==> config.mk <==
export PLATFORM = sky130hd
export DESIGN_NAME = mixcolumn_8_ctrl_flat
export DESIGN_NICKNAME = d
export VERILOG_FILES = /design/src/rtl/mixcolumn_8_ctrl_if.sv /design/src/rtl/mixcolumn_8_ctrl.sv /design/src/flat_wrapper.sv
export SDC_FILE = /design/constraint.sdc
export NUM_CORES = 1
export LEC_CHECK = 0
export ABC_AREA = 1
export CAP_MARGIN = 40
export CELL_PAD_IN_SITES_DETAIL_PLACEMENT = 0
export CELL_PAD_IN_SITES_GLOBAL_PLACEMENT = 1
export CORE_ASPECT_RATIO = 0.6
export CORE_MARGIN = 5
export CORE_UTILIZATION = 43
export CTS_BUF_LIST = sky130_fd_sc_hd__clkbuf_2
export DETAILED_ROUTE_END_ITERATION = 7
export GPL_ROUTABILITY_DRIVEN = 0
export GPL_TIMING_DRIVEN = 0
export HOLD_SLACK_MARGIN = 0.03
export PLACE_DENSITY_LB_ADDON = 0.1
export SKIP_CTS_REPAIR_TIMING = 1
export SYNTH_ARGS = -nofsm -noshare
export SYNTH_HDL_FRONTEND = slang
export SYNTH_SLANG_ARGS = --single-unit
==> constraint.sdc <==
create_clock -name clk -period 3.31 [get_ports clk]
set_input_delay 0.8275 -clock clk [delete_from_list [all_inputs] [get_ports clk]]
set_output_delay 0.8275 -clock clk [all_outputs]
set_load 0.005 [all_outputs]
==> src/rtl/mixcolumn_8_ctrl_if.sv <==
// Byte-stream handshake bundle for the MixColumns sequencer: an input
// valid/ready byte stream (with per-block bypass flag) and an output
// valid/ready byte stream (with end-of-block marker).
interface mixcolumn_8_ctrl_if;
    logic [7:0] s_data;
    logic       s_valid;
    logic       s_bypass;
    logic       s_ready;
    logic [7:0] m_data;
    logic       m_valid;
    logic       m_last;
    logic       m_ready;

    // Environment side: produces the input stream, consumes the output stream.
    modport master (
        output s_data, s_valid, s_bypass, m_ready,
        input  s_ready, m_data, m_valid, m_last
    );

    // Controller side: consumes the input stream, produces the output stream.
    modport slave (
        input  s_data, s_valid, s_bypass, m_ready,
        output s_ready, m_data, m_valid, m_last
    );
endinterface

==> src/rtl/mixcolumn_8_ctrl.sv <==
// Sequencer for the byte-serial MixColumns datapath. Collects a 4-byte
// column, feeds it to the datapath over four back-to-back cycles with the
// clear/accumulate mask, captures and reorders the result, and streams it
// out. A per-block bypass flag passes columns through untouched.
module mixcolumn_8_ctrl #(
    parameter int NCOL = 4
) (
    input  logic              clk,
    input  logic              rst_n,
    mixcolumn_8_ctrl_if.slave bus,
    output logic [7:0]        dp_din,
    output logic [7:0]        dp_en,
    input  logic [7:0]        dp_dout0,
    input  logic [7:0]        dp_dout1,
    input  logic [7:0]        dp_dout2,
    input  logic [7:0]        dp_dout3,
    output logic              busy
);

    localparam int            CW       = (NCOL > 1) ? $clog2(NCOL) : 1;
    localparam logic [CW-1:0] COL_LAST = CW'(NCOL - 1);

    typedef enum logic [1:0] {
        COLLECT,
        WAIT,
        FEED,
        CAP
    } state_t;

    state_t        state_q, state_d;
    logic [1:0]    icnt_q, icnt_d;
    logic [1:0]    k_q, k_d;
    logic [1:0]    ocnt_q, ocnt_d;
    logic [2:0]    obuf_cnt_q, obuf_cnt_d;
    logic [CW-1:0] col_q, col_d;
    logic [CW-1:0] col_out_q, col_out_d;
    logic          bypass_q, bypass_d;
    logic [7:0]    ibuf_q [4];
    logic [7:0]    ibuf_d [4];
    logic [7:0]    obuf_q [4];
    logic [7:0]    obuf_d [4];

    logic          m_valid_c;
    logic          s_fire;
    logic          m_fire;

    // Output stream and status are pure functions of registered state, so
    // m_data cannot move while a stalled byte is being offered.
    assign m_valid_c   = (obuf_cnt_q != 3'd0);
    assign bus.m_valid = m_valid_c;
    assign bus.m_data  = obuf_q[ocnt_q];
    assign bus.m_last  = m_valid_c && (ocnt_q == 2'd3) && (col_out_q == COL_LAST);
    assign bus.s_ready = (state_q == COLLECT);
    assign busy        = (state_q != COLLECT) || m_valid_c;

    assign s_fire = bus.s_valid && (state_q == COLLECT);
    assign m_fire = m_valid_c && bus.m_ready;

    // FSM state register.
    always_ff @(posedge clk or negedge rst_n) begin
        if (!rst_n) begin
            state_q <= COLLECT;
        end else begin
            state_q <= state_d;
        end
    end

    // Counters, bypass flag and column buffers.
    always_ff @(posedge clk or negedge rst_n) begin
        if (!rst_n) begin
            icnt_q     <= 2'd0;
            k_q        <= 2'd0;
            ocnt_q     <= 2'd0;
            obuf_cnt_q <= 3'd0;
            col_q      <= '0;
            col_out_q  <= '0;
            bypass_q   <= 1'b0;
            // NOTE: the buffers are only 4 bytes each and obuf drives m_data
            // directly, so they are reset to give a defined output after reset.
            for (int i = 0; i < 4; i++) begin
                ibuf_q[i] <= 8'h00;
                obuf_q[i] <= 8'h00;
            end
        end else begin
            icnt_q     <= icnt_d;
            k_q        <= k_d;
            ocnt_q     <= ocnt_d;
            obuf_cnt_q <= obuf_cnt_d;
            col_q      <= col_d;
            col_out_q  <= col_out_d;
            bypass_q   <= bypass_d;
            ibuf_q     <= ibuf_d;
            obuf_q     <= obuf_d;
        end
    end

    // Next-state logic, buffer updates and datapath drive.
    always_comb begin
        // NOTE: every signal written here gets a default first, so no path
        // through the case statement can leave one unassigned (no latches).
        state_d    = state_q;
        icnt_d     = icnt_q;
        k_d        = k_q;
        ocnt_d     = ocnt_q;
        obuf_cnt_d = obuf_cnt_q;
        col_d      = col_q;
        col_out_d  = col_out_q;
        bypass_d   = bypass_q;
        ibuf_d     = ibuf_q;
        obuf_d     = obuf_q;
        dp_din     = 8'h00;
        dp_en      = 8'h00;

        // Output drain runs in every state; it is the only overlap allowed.
        if (m_fire) begin
            // NOTE: blocking assignments here only compute the _d values
            // combinationally; the registers update with <= in always_ff.
            ocnt_d     = ocnt_q + 2'd1;
            obuf_cnt_d = obuf_cnt_q - 3'd1;
        end

        unique case (state_q)
            COLLECT: begin
                if (s_fire) begin
                    ibuf_d[icnt_q] = bus.s_data;
                    icnt_d         = icnt_q + 2'd1;
                    // Bypass is a per-block property taken from its first byte.
                    if ((col_q == '0) && (icnt_q == 2'd0)) begin
                        bypass_d = bus.s_bypass;
                    end
                    if (icnt_q == 2'd3) begin
                        k_d = 2'd0;
                        if (obuf_cnt_q != 3'd0) begin
                            state_d = WAIT;
                        end else if (bypass_q) begin
                            state_d = CAP;
                        end else begin
                            state_d = FEED;
                        end
                    end
                end
            end

            // Hold the new column until the previous one has fully drained;
            // the decision uses the registered count, not this cycle's drain.
            WAIT: begin
                if (obuf_cnt_q == 3'd0) begin
                    k_d     = 2'd0;
                    state_d = bypass_q ? CAP : FEED;
                end
            end

            // Four uninterrupted cycles: clear on a0, accumulate a1..a3.
            FEED: begin
                dp_din = ibuf_q[k_q];
                dp_en  = (k_q == 2'd0) ? 8'h00 : 8'hFF;
                k_d    = k_q + 2'd1;
                if (k_q == 2'd3) begin
                    state_d = CAP;
                end
            end

            // Datapath registers are sampled before they change; their
            // rotation leaves b0 in dout3 and b1..b3 in dout0..dout2.
            CAP: begin
                if (bypass_q) begin
                    obuf_d = ibuf_q;
                end else begin
                    obuf_d = '{dp_dout3, dp_dout0, dp_dout1, dp_dout2};
                end
                obuf_cnt_d = 3'd4;
                ocnt_d     = 2'd0;
                icnt_d     = 2'd0;
                col_out_d  = col_q;
                col_d      = (col_q == COL_LAST) ? '0 : col_q + CW'(1);
                state_d    = COLLECT;
            end

            default: begin
                state_d = COLLECT;
            end
        endcase
    end

endmodule

==> src/flat_wrapper.sv <==
// flat-port wrapper written by rule: the top's interface ports become plain ports
module mixcolumn_8_ctrl_flat 
#(
    parameter int NCOL = 4
)
  (clk, rst_n, dp_din, dp_en, dp_dout0, dp_dout1, dp_dout2, dp_dout3, busy, bus_s_data, bus_s_valid, bus_s_bypass, bus_m_ready, bus_s_ready, bus_m_data, bus_m_valid, bus_m_last);
  mixcolumn_8_ctrl_if bus_i ();
  input  logic clk;
  input  logic rst_n;
  output logic [7:0] dp_din;
  output logic [7:0] dp_en;
  input  logic [7:0] dp_dout0;
  input  logic [7:0] dp_dout1;
  input  logic [7:0] dp_dout2;
  input  logic [7:0] dp_dout3;
  output logic busy;
  input wire logic [$bits(bus_i.s_data)-1:0] bus_s_data;
  input wire logic [$bits(bus_i.s_valid)-1:0] bus_s_valid;
  input wire logic [$bits(bus_i.s_bypass)-1:0] bus_s_bypass;
  input wire logic [$bits(bus_i.m_ready)-1:0] bus_m_ready;
  output wire logic [$bits(bus_i.s_ready)-1:0] bus_s_ready;
  output wire logic [$bits(bus_i.m_data)-1:0] bus_m_data;
  output wire logic [$bits(bus_i.m_valid)-1:0] bus_m_valid;
  output wire logic [$bits(bus_i.m_last)-1:0] bus_m_last;
  assign bus_i.s_data = bus_s_data;
  assign bus_i.s_valid = bus_s_valid;
  assign bus_i.s_bypass = bus_s_bypass;
  assign bus_i.m_ready = bus_m_ready;
  assign bus_s_ready = bus_i.s_ready;
  assign bus_m_data = bus_i.m_data;
  assign bus_m_valid = bus_i.m_valid;
  assign bus_m_last = bus_i.m_last;
  mixcolumn_8_ctrl #(.NCOL(NCOL)) u_core (.clk(clk), .rst_n(rst_n), .bus(bus_i), .dp_din(dp_din), .dp_en(dp_en), .dp_dout0(dp_dout0), .dp_dout1(dp_dout1), .dp_dout2(dp_dout2), .dp_dout3(dp_dout3), .busy(busy));
endmodule
==> results of run 1 <==
[layout make-up]
cell class / instances / area share
Multi-Input combinational cell: 371 / 0.3403
Tap cell: 130 / 0.03049
Sequential cell: 80 / 0.3752
Clock buffer: 9 / 0.008443
Clock inverter: 7 / 0.01618
Buffer: 33 / 0.04221
Inverter: 47 / 0.03565
Timing Repair Buffer: 79 / 0.1506
Timing Repair inverter: 1 / 0.0009381
[worst paths after layout]
path | from | end | slack, ns | cells after the start
setup reg to reg | u_core.state_q[1]$_DFFE_PN0P_ | u_core.ibuf_q[5]$_DFFE_PN0P_ | 1.57 | 5
setup / recovery | u_core.ocnt_q[1]$_DFFE_PN0P_ | bus_m_data[4] | 0.14 | 6
hold reg to reg | u_core.obuf_q[29]$_DFFE_PN0P_ | u_core.obuf_q[29]$_DFFE_PN0P_ | 0.51 | 2
hold / removal | rst_n | u_core.state_q[0]$_DFFE_PN0P_ | 0.13 | 1
max in group asynchronous | rst_n | u_core.obuf_q[17]$_DFFE_PN0P_ | 2.59 | 2
min in group clk | u_core.obuf_q[29]$_DFFE_PN0P_ | u_core.obuf_q[29]$_DFFE_PN0P_ | 0.51 | 2
[where the power goes]
| part | internal, W | switching, W | leakage [nW] |
|---|---|---|---|
| logic | 0.000989 | 0.00143 | 1.43 |
| registers | 0.00142 | 0.000342 | 1.00 |
| clock network | 0.000243 | 0.000354 | 0.0791 |
| total | 0.00265 | 0.00213 | 2.52 |
[cells in the final DEF, fill, tap and decap left out, types with 2 or more instances in the layout]
| master | n |
|---|---|
| a21oi_1 | 23 |
| a21oi_2 | 2 |
| buf_2 | 5 |
| buf_4 | 18 |
| buf_6 | 6 |
| bufinv_16 | 2 |
| clkbuf_1 | 8 |
| clkbuf_2 | 10 |
| clkdlybuf4s50_1 | 71 |
| clkinv_2 | 3 |
| clkinvlp_4 | 4 |
| dfrtp_1 | 80 |
| ha_1 | 15 |
| inv_1 | 41 |
| inv_2 | 2 |
| nand2_1 | 121 |
| nand3_1 | 15 |
| nor2_1 | 55 |
| o21ai_0 | 113 |
| o21ai_1 | 4 |
| o21bai_1 | 4 |
| o22ai_1 | 16 |
[metal layers]
layer  vias up  global-route usage  routed length, um
li1       1920                   -                  -
met1      1866              0.3646               6719
met2       159              0.3106               5343
met3        10             0.05742               1086
met4         0             0.03533                105
met5         -                   0                  0
[through the flow]
stage / setup WS (ns) / utilization / power [W] / hold WS, ns / area [um2]
finish: 0.1357 / 0.5722 / 0.004783 / 0.1273 / 5335
global route: -0.004940 / 0.5722 / 0.005161 / 0.09775 / 5335
CTS: -0.4230 / 0.5609 / 0.004659 / 0.1065 / 5230
detailed placement: 0.2509 / 0.5468 / 0.004069 / 0.4682 / 5099
global placement: -1.379 / 0.5441 / 0.003997 / 0.4609 / 5074
floorplan: 1.072 / - / 0.003098 / 0.4478 / 4190
[flip-flops by register name, indices dropped and copies added (netlist names)]
register           cells
u_core.ocnt_q          2
u_core.k_q             2
u_core.icnt_q          2
u_core.obuf_cnt_q      3
u_core.col_q           2
u_core.obuf_q         32
u_core.state_q         2
u_core.col_out_q       2
u_core.bypass_q        1
u_core.ibuf_q         32
[cells by family (layout without fill, tap and decap cells)]
| logic type | after synthesis | count (layout) | synth area share |
|---|---|---|---|
| flops | 80 | 80 | 0.4778 |
| buf+inv | 82 | 176 | 0.09555 |
| simple gates | 193 | 193 | 0.1783 |
| compound gates | 162 | 162 | 0.2007 |
| fa+ha+maj | 16 | 16 | 0.04777 |
[synth_stat cells]
cell type,number,share of area
clkinv_1,2,0.0018
a21oi_1,25,0.030
o21ai_1,4,0.0048
buf_6,5,0.013
nand2_1,121,0.11
o22ai_1,16,0.024
nand3_1,15,0.018
dfrtp_1,80,0.48
inv_1,43,0.039
buf_2,8,0.0096
o21bai_1,4,0.0072
inv_2,2,0.0018
ha_1,16,0.048
clkbuf_1,10,0.0090
buf_4,12,0.021
nand3b_1,1,0.0018
nor2_1,56,0.050
o21ai_0,113,0.13
==> flow_metrics.tcl, run 1 <==
set metrics [dict create \
    worst-path-buf-inv 3 \
    fillers 860 \
    cap_violations 0 \
    power_density_nw_per_um2 896.5 \
    crit_fanout 10 \
    path_cells "clkbuf_4 -> clkinvlp_2 -> a21oi_1 -> o21ai_0 -> nand2_1 -> clkdlybuf4s50_1" \
    timing.final.crit_share 0.9590 \
    diodes 0 \
    synth-seq-cells 80 \
    drt_iter0_drc 408 \
    postRouteAntennaNets 0 \
    grt_remaining_overflow 0 \
    drc 0 \
    cpLargestDelayFamily "buffers and inverters" \
    multi_input_area_um2 1815 \
    wire_per_inst_um 17.51 \
    clockRootBuffer "clkbuf_2" \
    grt_max_degree 60 \
    core_area_um2 9324 \
    seq_area_um2 2002 \
    maxSlewViolCount 0 \
    io_pins 73 \
    antenna_found_initial 0 \
    fin_cells 757 \
    skew_ns 0.01877 \
    synth_cell_types 18 \
    port-buffer-count 72 \
    cts_buffer_depth 2 \
    cp-start-kind "flip-flop" \
    crit_arrival_ns 2.35 \
    crit_required_ns 2.48 \
    htreeDepth 3 \
    wl_um 13250 \
    grt_usage 0.2277 \
    setup_viol 0 \
    clkSinkCount 80 \
    grt_pass1_vias 3667 \
    clk_pin_slew_ns 0.23 \
    hpwl_um 10010 \
    syn-cell-area_um2 4190 \
    leakagePower_nw 2.516 \
    drt_pass1_iterations 5 \
    cpPeakStageDelay_ns 0.52 \
    critical_path_class "flip-flop to output pin" \
    layout-drive-gt1-share 0.09410 \
    yosysWarningCount 0 \
    syn2layout_area_growth_pct 27.32 \
    die_height_um 86.47 \
    cts_buffers 9 \
    die_area_um2 11880 \
    cts_tree "done" \
    outcome "finished clean" \
    placed_cells 736 \
    initial_core_util 0.4494 \
    die_w_um 137.4 \
    slew_headroom 0.6248 \
    synth_seq_area_share 0.4778 \
    synth_fp_nets 594 \
    tightest_slew_ns 0.5628 \
    grt_pass1_wl_um 20230 \
    ir_drop_mv 0.4023 \
    rows 27 \
    min_period_ns 3.174 \
    slowest_stage "clkdlybuf4s50_1" \
    insertion_delay_ns 0.56 \
    avgSynthCellArea_um2 7.862 \
    final_nets 683 \
    endpoint_kind "output pin" \
    num_vias 3955 \
    fmax_mhz 315.0 \
    synthCells 533 \
    vias_per_cell 5.225 \
    hold_violations 0 \
    finalSetupTns_ns 0 \
    hold_path.class "primary input to asynchronous set/reset pin" \
]
No activity file was read; power rests on OpenSTA's default activity.
==> run 2, diff against run 1 <==
--- a/config.mk
+++ b/config.mk
@@ -6,13 +6,13 @@
 export NUM_CORES = 1
 export LEC_CHECK = 0
 export ABC_AREA = 1
-export CAP_MARGIN = 40
 export CELL_PAD_IN_SITES_DETAIL_PLACEMENT = 0
 export CELL_PAD_IN_SITES_GLOBAL_PLACEMENT = 1
 export CORE_ASPECT_RATIO = 0.6
 export CORE_MARGIN = 5
 export CORE_UTILIZATION = 43
 export CTS_BUF_LIST = sky130_fd_sc_hd__clkbuf_2
+export CTS_CLUSTER_SIZE = 16
 export DETAILED_ROUTE_END_ITERATION = 7
 export GPL_ROUTABILITY_DRIVEN = 0
 export GPL_TIMING_DRIVEN = 0
==> flow_metrics.tcl, run 2 (synthesis results as in run 1) <==
set metrics [dict create \
    outcome "finished clean" \
    hpwl_um 9997 \
    r2r_end "u_core.state_q[1]$_DFFE_PN0P_" \
    grt_pass1_wl_um 20480 \
    hold_depth 2 \
    rows 27 \
    final_cell_mix "121 x nand2_1, 113 x o21ai_0, 80 x dfrtp_1" \
    p_clk_frac 0.125 \
    grt_util_met3 0.05974 \
    min_period_ns 3.207 \
    p_sw_w 0.002122 \
    hold_violations 0 \
    grt_pass1_vias 3717 \
    final_nets 688 \
    io_pins 73 \
    die_w_um 137.4 \
    busiest_layer "met1" \
    leakagePower_nw 2.551 \
    setup_ws_ns 0.1035 \
    slowest_stage "clkdlybuf4s50_1" \
    slew_headroom 0.6415 \
    timing.final.crit_share 0.9687 \
    die_height_um 86.47 \
    r2r_cells 9 \
    drc 0 \
    met1_usage 0.3638 \
    rsz0062_at_grt "true" \
    wire_per_inst_um 17.40 \
    fmax_mhz 311.9 \
    final_util 0.5754 \
    cap_violations 0 \
    endpoint_kind "output pin" \
    setup_viol 0 \
    cts_buffer_depth 2 \
    ff2ff_setup_slack_ns 1.50 \
    grt_remaining_overflow 0 \
    path_cells "clkinvlp_4 -> buf_2 -> ha_2 -> nor2_4 -> buf_4 -> clkdlybuf4s50_1" \
    grt_max_degree 73 \
    p_int_w 0.002656 \
    postRouteAntennaNets 0 \
    combPwrFrac 0.507 \
    initial_core_util 0.4494 \
    grt_usage 0.2304 \
    use_met2 0.3195 \
    vias_per_cell 5.219 \
    die_area_um2 11880 \
    layout_commonest_cell "nand2_1" \
    syn2layout_area_growth_pct 28.04 \
    netSwitchingFraction 0.4441 \
    cpPeakStageDelay_ns 0.50 \
    cpLargestDelayFamily "buffers and inverters" \
    reg2reg_from "u_core.state_q[0]$_DFFE_PN0P_" \
    cp-start-kind "flip-flop" \
    pwr-share-seq 0.369 \
    diodes 0 \
    crit_fanout 10 \
    crit_cells 6 \
    tightest_slew_ns 0.5378 \
    crit_arrival_ns 2.38 \
    num_vias 3977 \
    htreeDepth 3 \
    power_density_nw_per_um2 890.6 \
    core_area_um2 9324 \
    clkSinkCount 80 \
    skew_ns 0.03460 \
    port-buffer-count 72 \
    insertion_delay_ns 0.56 \
    worst-path-buf-inv 4 \
    startpoint "u_core.k_q[1]$_DFFE_PN0P_" \
    cts_tree "done" \
    critical_path_class "flip-flop to output pin" \
    drt_iter0_drc 426 \
    cts_buffers 9 \
    drt_pass1_iterations 5 \
    layout-drive-gt1-share 0.09810 \
    crit_path_end "dp_en[4]" \
    clk_pin_slew_ns 0.22 \
    maxSlewViolCount 0 \
    reg_top3 "u_core.ibuf_q: 32 flops, u_core.obuf_q: 32 flops, u_core.obuf_cnt_q: 3 flops" \
    crit_required_ns 2.48 \
    antenna_found_initial 0 \
    ir_drop_mv 0.4572 \
    wl_um 13260 \
    hold_path.class "flip-flop to flip-flop" \
    dp_worst_setup_slack_ns 0.2511 \
    clockRootBuffer "clkbuf_2" \
]
## run 2: changes by cell type in the layout (fill, tap and decap cells not counted), sizes merged
cell and change:
buf +4, dlygate4sd3 +1, clkinv +1, dlymetal6s2s +1, clkinvlp -1, clkdlybuf4s50 -1
## run 2: area by class of cell
| class | count | area (um2) |
|---|---|---|
| multi-input cells | 371 | 1814 |
| flip-flops and latches | 80 | 2002 |
| plain buffers | 34 | 239.0 |
| well taps | 130 | 162.7 |
| clock buffers | 9 | 45.04 |
| inverters | 47 | 187.7 |
| clock inverters | 7 | 86.33 |
| repair inverters | 1 | 5.005 |
| repair buffers | 83 | 823.3 |
| fillers | 879 | 3959 |
## run 2: layer usage
layer  routed length [um]  part of all wire  up-vias
met4                   87            0.0066        0
met2                 5366              0.40      164
met3                 1161             0.088       10
met5                    0                 0        -
li1                     -                 -     1931
met1                 6639              0.50     1872
## run 2: power by group through the flow
stage	Clock, W	Sequential [W]	Combinational (W)
after floorplan	0	0.00164	0.00146
after global placement	0	0.00175	0.00225
after detailed placement	0	0.00177	0.00230
after CTS	0.000605	0.00174	0.00232
after global routing	0.000646	0.00181	0.00273
final	0.000597	0.00176	0.00242
## run 2: worst min path at each step
stage	start	end
finish	u_core.obuf_q[24]$_DFFE_PN0P_	u_core.obuf_q[24]$_DFFE_PN0P_
global route	u_core.obuf_q[24]$_DFFE_PN0P_	u_core.obuf_q[24]$_DFFE_PN0P_
CTS	rst_n	u_core.state_q[0]$_DFFE_PN0P_
detailed placement	u_core.obuf_q[26]$_DFFE_PN0P_	u_core.obuf_q[26]$_DFFE_PN0P_
global placement	u_core.obuf_q[26]$_DFFE_PN0P_	u_core.obuf_q[26]$_DFFE_PN0P_
floorplan	u_core.obuf_q[0]$_DFFE_PN0P_	u_core.obuf_q[0]$_DFFE_PN0P_
## run 2: per-stage QoR
stage	TNS, ns	cells	hold slack [ns]	power [W]	cell area (um2)
after floorplan	0	533	0.4478	0.003098	4190
final	0	762	0.5113	0.004778	5365
after detailed placement	0	736	0.4683	0.004071	5099
after global routing	-0.1932	762	0.5291	0.005184	5365
after CTS	-3.152	752	0.02839	0.004665	5230
after global placement	-109.71	735	0.4609	0.003997	5074
## run 2: worst reg2reg max path, delay by kind of cell, from the launching register on
family / cells / cell delay (ns)
buffers and inverters: 4 / 0.62
AOI/OAI and AO/OA: 1 / 0.28
and+or+nand+nor: 3 / 0.23
DFF: 1 / 0.44
adders and majority gates: 1 / 0.16
==> run 3, diff against run 2 <==
--- a/config.mk
+++ b/config.mk
@@ -6,6 +6,7 @@
 export NUM_CORES = 1
 export LEC_CHECK = 0
 export ABC_AREA = 1
+export CAP_MARGIN = 20
 export CELL_PAD_IN_SITES_DETAIL_PLACEMENT = 0
 export CELL_PAD_IN_SITES_GLOBAL_PLACEMENT = 1
 export CORE_ASPECT_RATIO = 0.6
==> results of run 3 <==
Same layout as run 2: the final DEF is identical, and so are final timing and power.
